==> src/rtl/sequence_scheduler.sv <==
// Round-robin shared up-counter: two requesters, one sequence engine.
// Ports: clk, reset_n (async low), req[1:0], start0/len0, start1/len1,
//        hold -> count, count_valid, grant[1:0], done[1:0], busy.
module sequence_scheduler #(
   parameter int WIDTH = 4
) (
   input  logic             clk,
   input  logic             reset_n,
   input  logic [1:0]       req,
   input  logic [WIDTH-1:0] start0,
   input  logic [WIDTH-1:0] len0,
   input  logic [WIDTH-1:0] start1,
   input  logic [WIDTH-1:0] len1,
   input  logic             hold,
   output logic [WIDTH-1:0] count,
   output logic             count_valid,
   output logic [1:0]       grant,
   output logic [1:0]       done,
   output logic             busy
);

   typedef enum logic [1:0] {
      S_IDLE = 2'd0,
      S_RUN  = 2'd1,
      S_DONE = 2'd2
   } state_e;

   localparam logic [WIDTH-1:0] ONE  = WIDTH'(1);
   localparam logic [WIDTH-1:0] ZERO = '0;

   state_e           state_q;
   logic [WIDTH-1:0] count_q;
   logic [WIDTH-1:0] rem_q;
   logic [1:0]       grant_q;
   logic [1:0]       done_q;
   logic             busy_q;
   logic             last_q;

   logic             win_d;
   logic             any_req;
   logic [WIDTH-1:0] start_d;
   logic [WIDTH-1:0] len_d;
   logic [1:0]       grant_d;
   logic             step;
   logic             last_val;

   // Arbitration: a tie goes to whoever did not own the last run.
   always_comb begin
      win_d   = 1'b0;
      any_req = 1'b1;
      case (req)
         2'b01:   win_d = 1'b0;
         2'b10:   win_d = 1'b1;
         2'b11:   win_d = ~last_q;
         default: any_req = 1'b0;
      endcase
   end

   always_comb begin
      start_d = win_d ? start1 : start0;
      len_d   = win_d ? len1 : len0;
      grant_d = win_d ? 2'b10 : 2'b01;
   end

   // A value is emitted in every unstalled RUN cycle.
   assign step     = (state_q == S_RUN) && !hold;
   assign last_val = (rem_q == ZERO);

   always_ff @(posedge clk or negedge reset_n) begin
      if (!reset_n) begin
         state_q <= S_IDLE;
         count_q <= ZERO;
         rem_q   <= ZERO;
         grant_q <= 2'b00;
         done_q  <= 2'b00;
         busy_q  <= 1'b0;
         last_q  <= 1'b1;
      end else begin
         case (state_q)
            S_IDLE: begin
               done_q <= 2'b00;
               if (any_req) begin
                  state_q <= S_RUN;
                  count_q <= start_d;
                  rem_q   <= len_d;
                  grant_q <= grant_d;
                  last_q  <= win_d;
                  busy_q  <= 1'b1;
               end
            end
            S_RUN: begin
               if (step) begin
                  if (last_val) begin
                     // count keeps the final value through DONE
                     state_q <= S_DONE;
                     done_q  <= grant_q;
                     grant_q <= 2'b00;
                  end else begin
                     count_q <= count_q + ONE;
                     rem_q   <= rem_q - ONE;
                  end
               end
            end
            S_DONE: begin
               state_q <= S_IDLE;
               done_q  <= 2'b00;
               busy_q  <= 1'b0;
            end
            default: begin
               state_q <= S_IDLE;
               grant_q <= 2'b00;
               done_q  <= 2'b00;
               busy_q  <= 1'b0;
            end
         endcase
      end
   end

   assign count       = count_q;
   assign count_valid = step;
   assign grant       = grant_q;
   assign done        = done_q;
   assign busy        = busy_q;

endmodule

==> config.mk <==
export PLATFORM = sky130hd
export DESIGN_NAME = sequence_scheduler
export DESIGN_NICKNAME = d
export VERILOG_FILES = /design/src/rtl/sequence_scheduler.sv
export SDC_FILE = /design/constraint.sdc
export NUM_CORES = 1
export LEC_CHECK = 0
export CAP_MARGIN = 40
export CORE_ASPECT_RATIO = 1.75
export CORE_UTILIZATION = 41
export DETAILED_ROUTE_END_ITERATION = 6
export PLACE_DENSITY = 0.73
export SYNTH_ARGS = -nofsm -noshare
export SYNTH_HDL_FRONTEND = slang
export SYNTH_SLANG_ARGS = --single-unit
==> constraint.sdc <==
create_clock -name clk -period 4.2 [get_ports clk]
set_input_delay 0.84 -clock clk [delete_from_list [all_inputs] [get_ports clk]]
set_output_delay 0.84 -clock clk [all_outputs]
set_load 0.01 [all_outputs]
* Yosys cells after proc, flatten, opt, wreduce, memory -nomap -nowiden
Cells that the tools add are included.
** Storage, ports and cells
- Register bits :: 16
- Bits in latches :: 0
- Memory bits (writable) :: 0
- Memory bits (read-only) :: 0
- Input port bits :: 21
- Output and inout bits :: 10
- Logic and storage cells :: 59
- Memories :: 0
** Cells by class
- Add/sub/neg operators :: 2
- $mul :: 0
- Div/mod/pow operators :: 0
- Magnitude comparators :: 0
- Eq/ne operators :: 9
- Shifts and indexed selects :: 0
- Multiplexer cells :: 26
- Bitwise logic cells :: 3
- Reductions and logical operators :: 12
** Operators by type and width (count)
- 4-bit 2-to-1 mux :: 8
- 2-bit 2-to-1 mux :: 10
- 4-bit one-hot mux with 2 select lines :: 2
- 2-bit != test, second input constant :: 4
- 4-bit AND reduction :: 2
- 2-bit equality test, second input constant :: 3
- 2-bit one-hot mux with 3 select lines :: 1
- 2-bit AND reduction :: 3
- 4-bit by 1-bit adder with 4-bit output, second input constant :: 1
- 2-bit by 1-bit equality test with 1-bit output, second input constant :: 2
- 4-bit zero test :: 1
- 1-bit one-hot mux with 2 select lines :: 2
- 2-bit one-hot mux with 2 select lines :: 1
- 4-bit by 1-bit subtractor with 4-bit output, second input constant :: 1
- 1-bit NOT :: 3
- 3-bit AND reduction :: 1
- 3-bit OR reduction :: 1
- 2-bit zero test :: 1
- 1-bit 2-to-1 mux :: 2
- 2-bit nonzero test :: 1
- 1-bit logical AND :: 1
- 1-bit zero test :: 1

* Longest topological paths before layout
- Depth in word-level cells :: 5
- Gate-level depth with buffers :: 7
- Depth with buffers taken out :: 6

* Worst setup path before layout
OpenSTA, ideal clock, no wires.
- Path type :: register -> output
- Start point :: register state_q[1]
- End point :: output count_valid
- Arrival time :: 1.041 ns
- Required time :: 3.360 ns
- Slack :: 2.319 ns
- Cell stages (with the launch flop) :: 5
- Buffers on the path :: 2
- Cell sequence :: dfrtp_1 nand2b_1 buf_2 buf_2 nor2_1
** On the way
- Cells in the longest elaborated chain, start to end :: 2
** RTL lines
- start: declaration :: RTL line 31 : state_e state_q;
- start signal: assignment :: RTL line 71 : state_q <= S_IDLE;
- start signal: assignment :: RTL line 83 : state_q <= S_RUN;
- start signal: assignment :: RTL line 95 : state_q <= S_DONE;
- 2-bit by 1-bit equality test with 1-bit output :: RTL line 66 : assign step = (state_q == S_RUN) && !hold;
- 1-bit logical AND :: RTL line 66
- end: declaration :: RTL line 16 : output logic count_valid,
No other way between the ends.

* Worst setup path in the final report
Ends and elaborated chain as after synthesis.

==> summary.md <==
| Metric | Value |
|---|---|
| Status | complete, no violations |
| Layout cell share with drive strength beyond 1 | 0.0602 |
| ANT cells | 0 |
| Critical Path RT | 3360 ps |
| Via Count | 916 |
| Final hold vios | 0 |
| Relative slew slack | 0.501 |
| CP Capture Type | primary output |
| Die height | 65.6 µm |
| Max IR drop VDD | 0.000328 V |
| Mapped Area | 948 µm² |
| Congestion Overflow GR | 0 |
| Clk_lat worst skew | 290 ps |
| Clock Path Buffers | 2 |
| CTS Sinks | 16 |
| Final #Nets | 157 |
| Mapped Nets | 127 |
| YS warnings | 0 |
| Clock transition at path regs | 100 ps |
| Final Cell Area | 1270 µm² |
| DRC | 0 |
| # port buffers | 30 |
| Layout Area Growth over Synthesis | 34.3% |
| Tmin final | 2870 ps |
| Arr. time, crit path | 2030 ps |
| First-pass GRT wire length | 3910 µm |
| DR pass1 iterations | 2 |
| Most used DFF post-synth | dfrtp_1 |
| Vias in the first global route | 862 |
| Worst-Margin Slew | 747 ps |
| Drt total wl | 2350 µm |
| Die X | 38.4 µm |
| GPL Wtd Cong | 0.729 |
| Initial Util | 0.442 |
| Setup_tns | 0 ps |
| Initial antenna violation count | 0 |
| Initial DRC Count | 24 |
| Leak | 0.526 nW |
| Period Utilization, post-route | 0.684 |
| Core area | 2150 µm² |
| Worst hold path class | flop to flop |
| DIE AREA | 2520 µm² |
| Row cnt | 22 |
| Post-synth cell types | 38 |
| Crit-path max FO | 17 |
| Avg Vias per Cell | 5.83 |
| Maximum Capacitance Violations | 0 |
| Clock root cell | clkbuf_4 |
| Clock buffer count from CTS | 3 |
| Setup Viol. Count Final | 0 |
| Routed wire per std cell | 15.0 µm |
| RSZ-0062 raised after global routing | no |
| Post-synthesis sequential area ratio | 0.423 |
| Ys async rst share | 1.00 |
| Syn Area/Cell | 9.12 µm² |
| Final HPWL DP | 1750 µm |
| Placed cell area | 1240 µm² |
| Seq cells post-synth | 16 |
| Post-CTS repair timing setup buffer count | 0 |
| Post_cts resized | 0 |
| EDFF count, synth | 0 |
| I/O pins | 31 |
| Cell count after synthesis | 104 |
| CP Class | flop to primary output |
| Hold_buf cts | 0 |
| CTS tree | built |
| Pwr dens | 651 nW/µm² |
| Max Fclk | 348 MHz |
| CTS HTree Levels | 1 |
| Largest net degree at the start of global routing | 18 |
| Slew Limit Fails | 0 |
| GRT Overall Usage | 0.217 |
| Critical path startpoint category | flop |
| Skew final | 6.79 ps |
| Final ANT Viol Nets | 0 |
final cells by class:
cell class / instances / area, µm²
fill: 217 / 873
multi-input combinational: 79 / 490
sequential: 16 / 402
timing repair buffer: 30 / 300
clock buffer: 4 / 36.3
tap: 24 / 30.0
inverter: 4 / 15.0
critical path: stages, from the launching register on:
cell and delay [ps]:
dfrtp_1 470, nand2b_1 490, nor2_1 220, clkdlybuf4s50_1 560
stage by stage:
step / utilization / cells / worst slack [ps] / total power, mW / hold WS [ps]
CTS: 0.593 / 157 / 1340 / 0.836 / 538
floorplan: - / 104 / 2320 / 0.589 / 497
finish: 0.593 / 157 / 1330 / 0.829 / 530
global placement: 0.576 / 153 / 1370 / 0.712 / 510
global route: 0.593 / 157 / 1170 / 0.900 / 567
detailed placement: 0.576 / 153 / 1340 / 0.730 / 518
final timing paths:
| kind | endpoint | slack (ps) | from | depth (start not counted) |
|---|---|---|---|---|
| max in group asynchronous | count[2] | 2750 | reset_n | 1 |
| max reg2reg | count[0] | 2180 | rem_q[0] | 6 |
| min reg2reg | busy | 530 | busy | 2 |
| min in group asynchronous | rem_q[3] | 980 | reset_n | 1 |
| max | count_valid | 1330 | state_q[1] | 3 |
| min | busy | 530 | busy | 2 |
cell usage after synthesis, types with 2 or more instances:
library cell,number,area share
nand3_1,7,0.037
buf_2,3,0.016
o22a_1,2,0.018
a31oi_1,2,0.013
dfrtp_1,15,0.40
inv_1,4,0.016
mux2i_1,2,0.021
o21ai_0,4,0.021
a21oi_1,6,0.032
nor2_1,12,0.047
o21ai_1,2,0.011
a311oi_1,2,0.018
nor3_1,7,0.037
a22o_1,2,0.018
ha_1,2,0.026
nand2_1,10,0.040
registers in the layout, summed over array words and instances, names as in the netlist:
| register | flops |
|---|---|
| done | 2 |
| last_q | 1 |
| state_q | 2 |
| rem_q | 4 |
| count | 4 |
| grant | 2 |
| busy | 1 |
metal layers:
metal / routed length, µm / global-route usage / vias up
met5: 0 / 0 / -
met4: 34 / 0.0905 / 0
met3: 97 / 0.0203 / 4
met2: 1280 / 0.386 / 30
met1: 937 / 0.251 / 440
li1: - / - / 442
kinds of logic (layout without fill, tap and decap cells):
kind of cell	count (synthesis)	in the layout	synth area share
adder cells (fa/ha/maj)	2	2	0.0264
AND/OR/NAND/NOR	44	44	0.230
flip-flops	16	16	0.423
buffers and inverters	9	38	0.0594
AO/OA/AOI/OAI	31	31	0.240
multiplexers	2	2	0.0211
report_power, final:
part           switching [mW]  total [mW]  internal [mW]
Clock                  0.0518       0.105         0.0528
Sequential             0.0711       0.297          0.225
Combinational           0.212       0.428          0.216
cells in the final DEF, fill, tap and decap left out, types with 2 or more instances in the layout:
master / n
clkdlybuf4s50_1: 30
dfrtp_1: 15
nor2_1: 12
nand2_1: 10
nor3_1: 7
nand3_1: 7
a21oi_1: 6
inv_1: 4
o21ai_0: 4
clkbuf_4: 3
o21ai_1: 2
a31oi_1: 2
mux2i_1: 2
a311oi_1: 2
o22a_1: 2
a22o_1: 2
ha_1: 2
No activity file was read; power rests on OpenSTA's default activity.
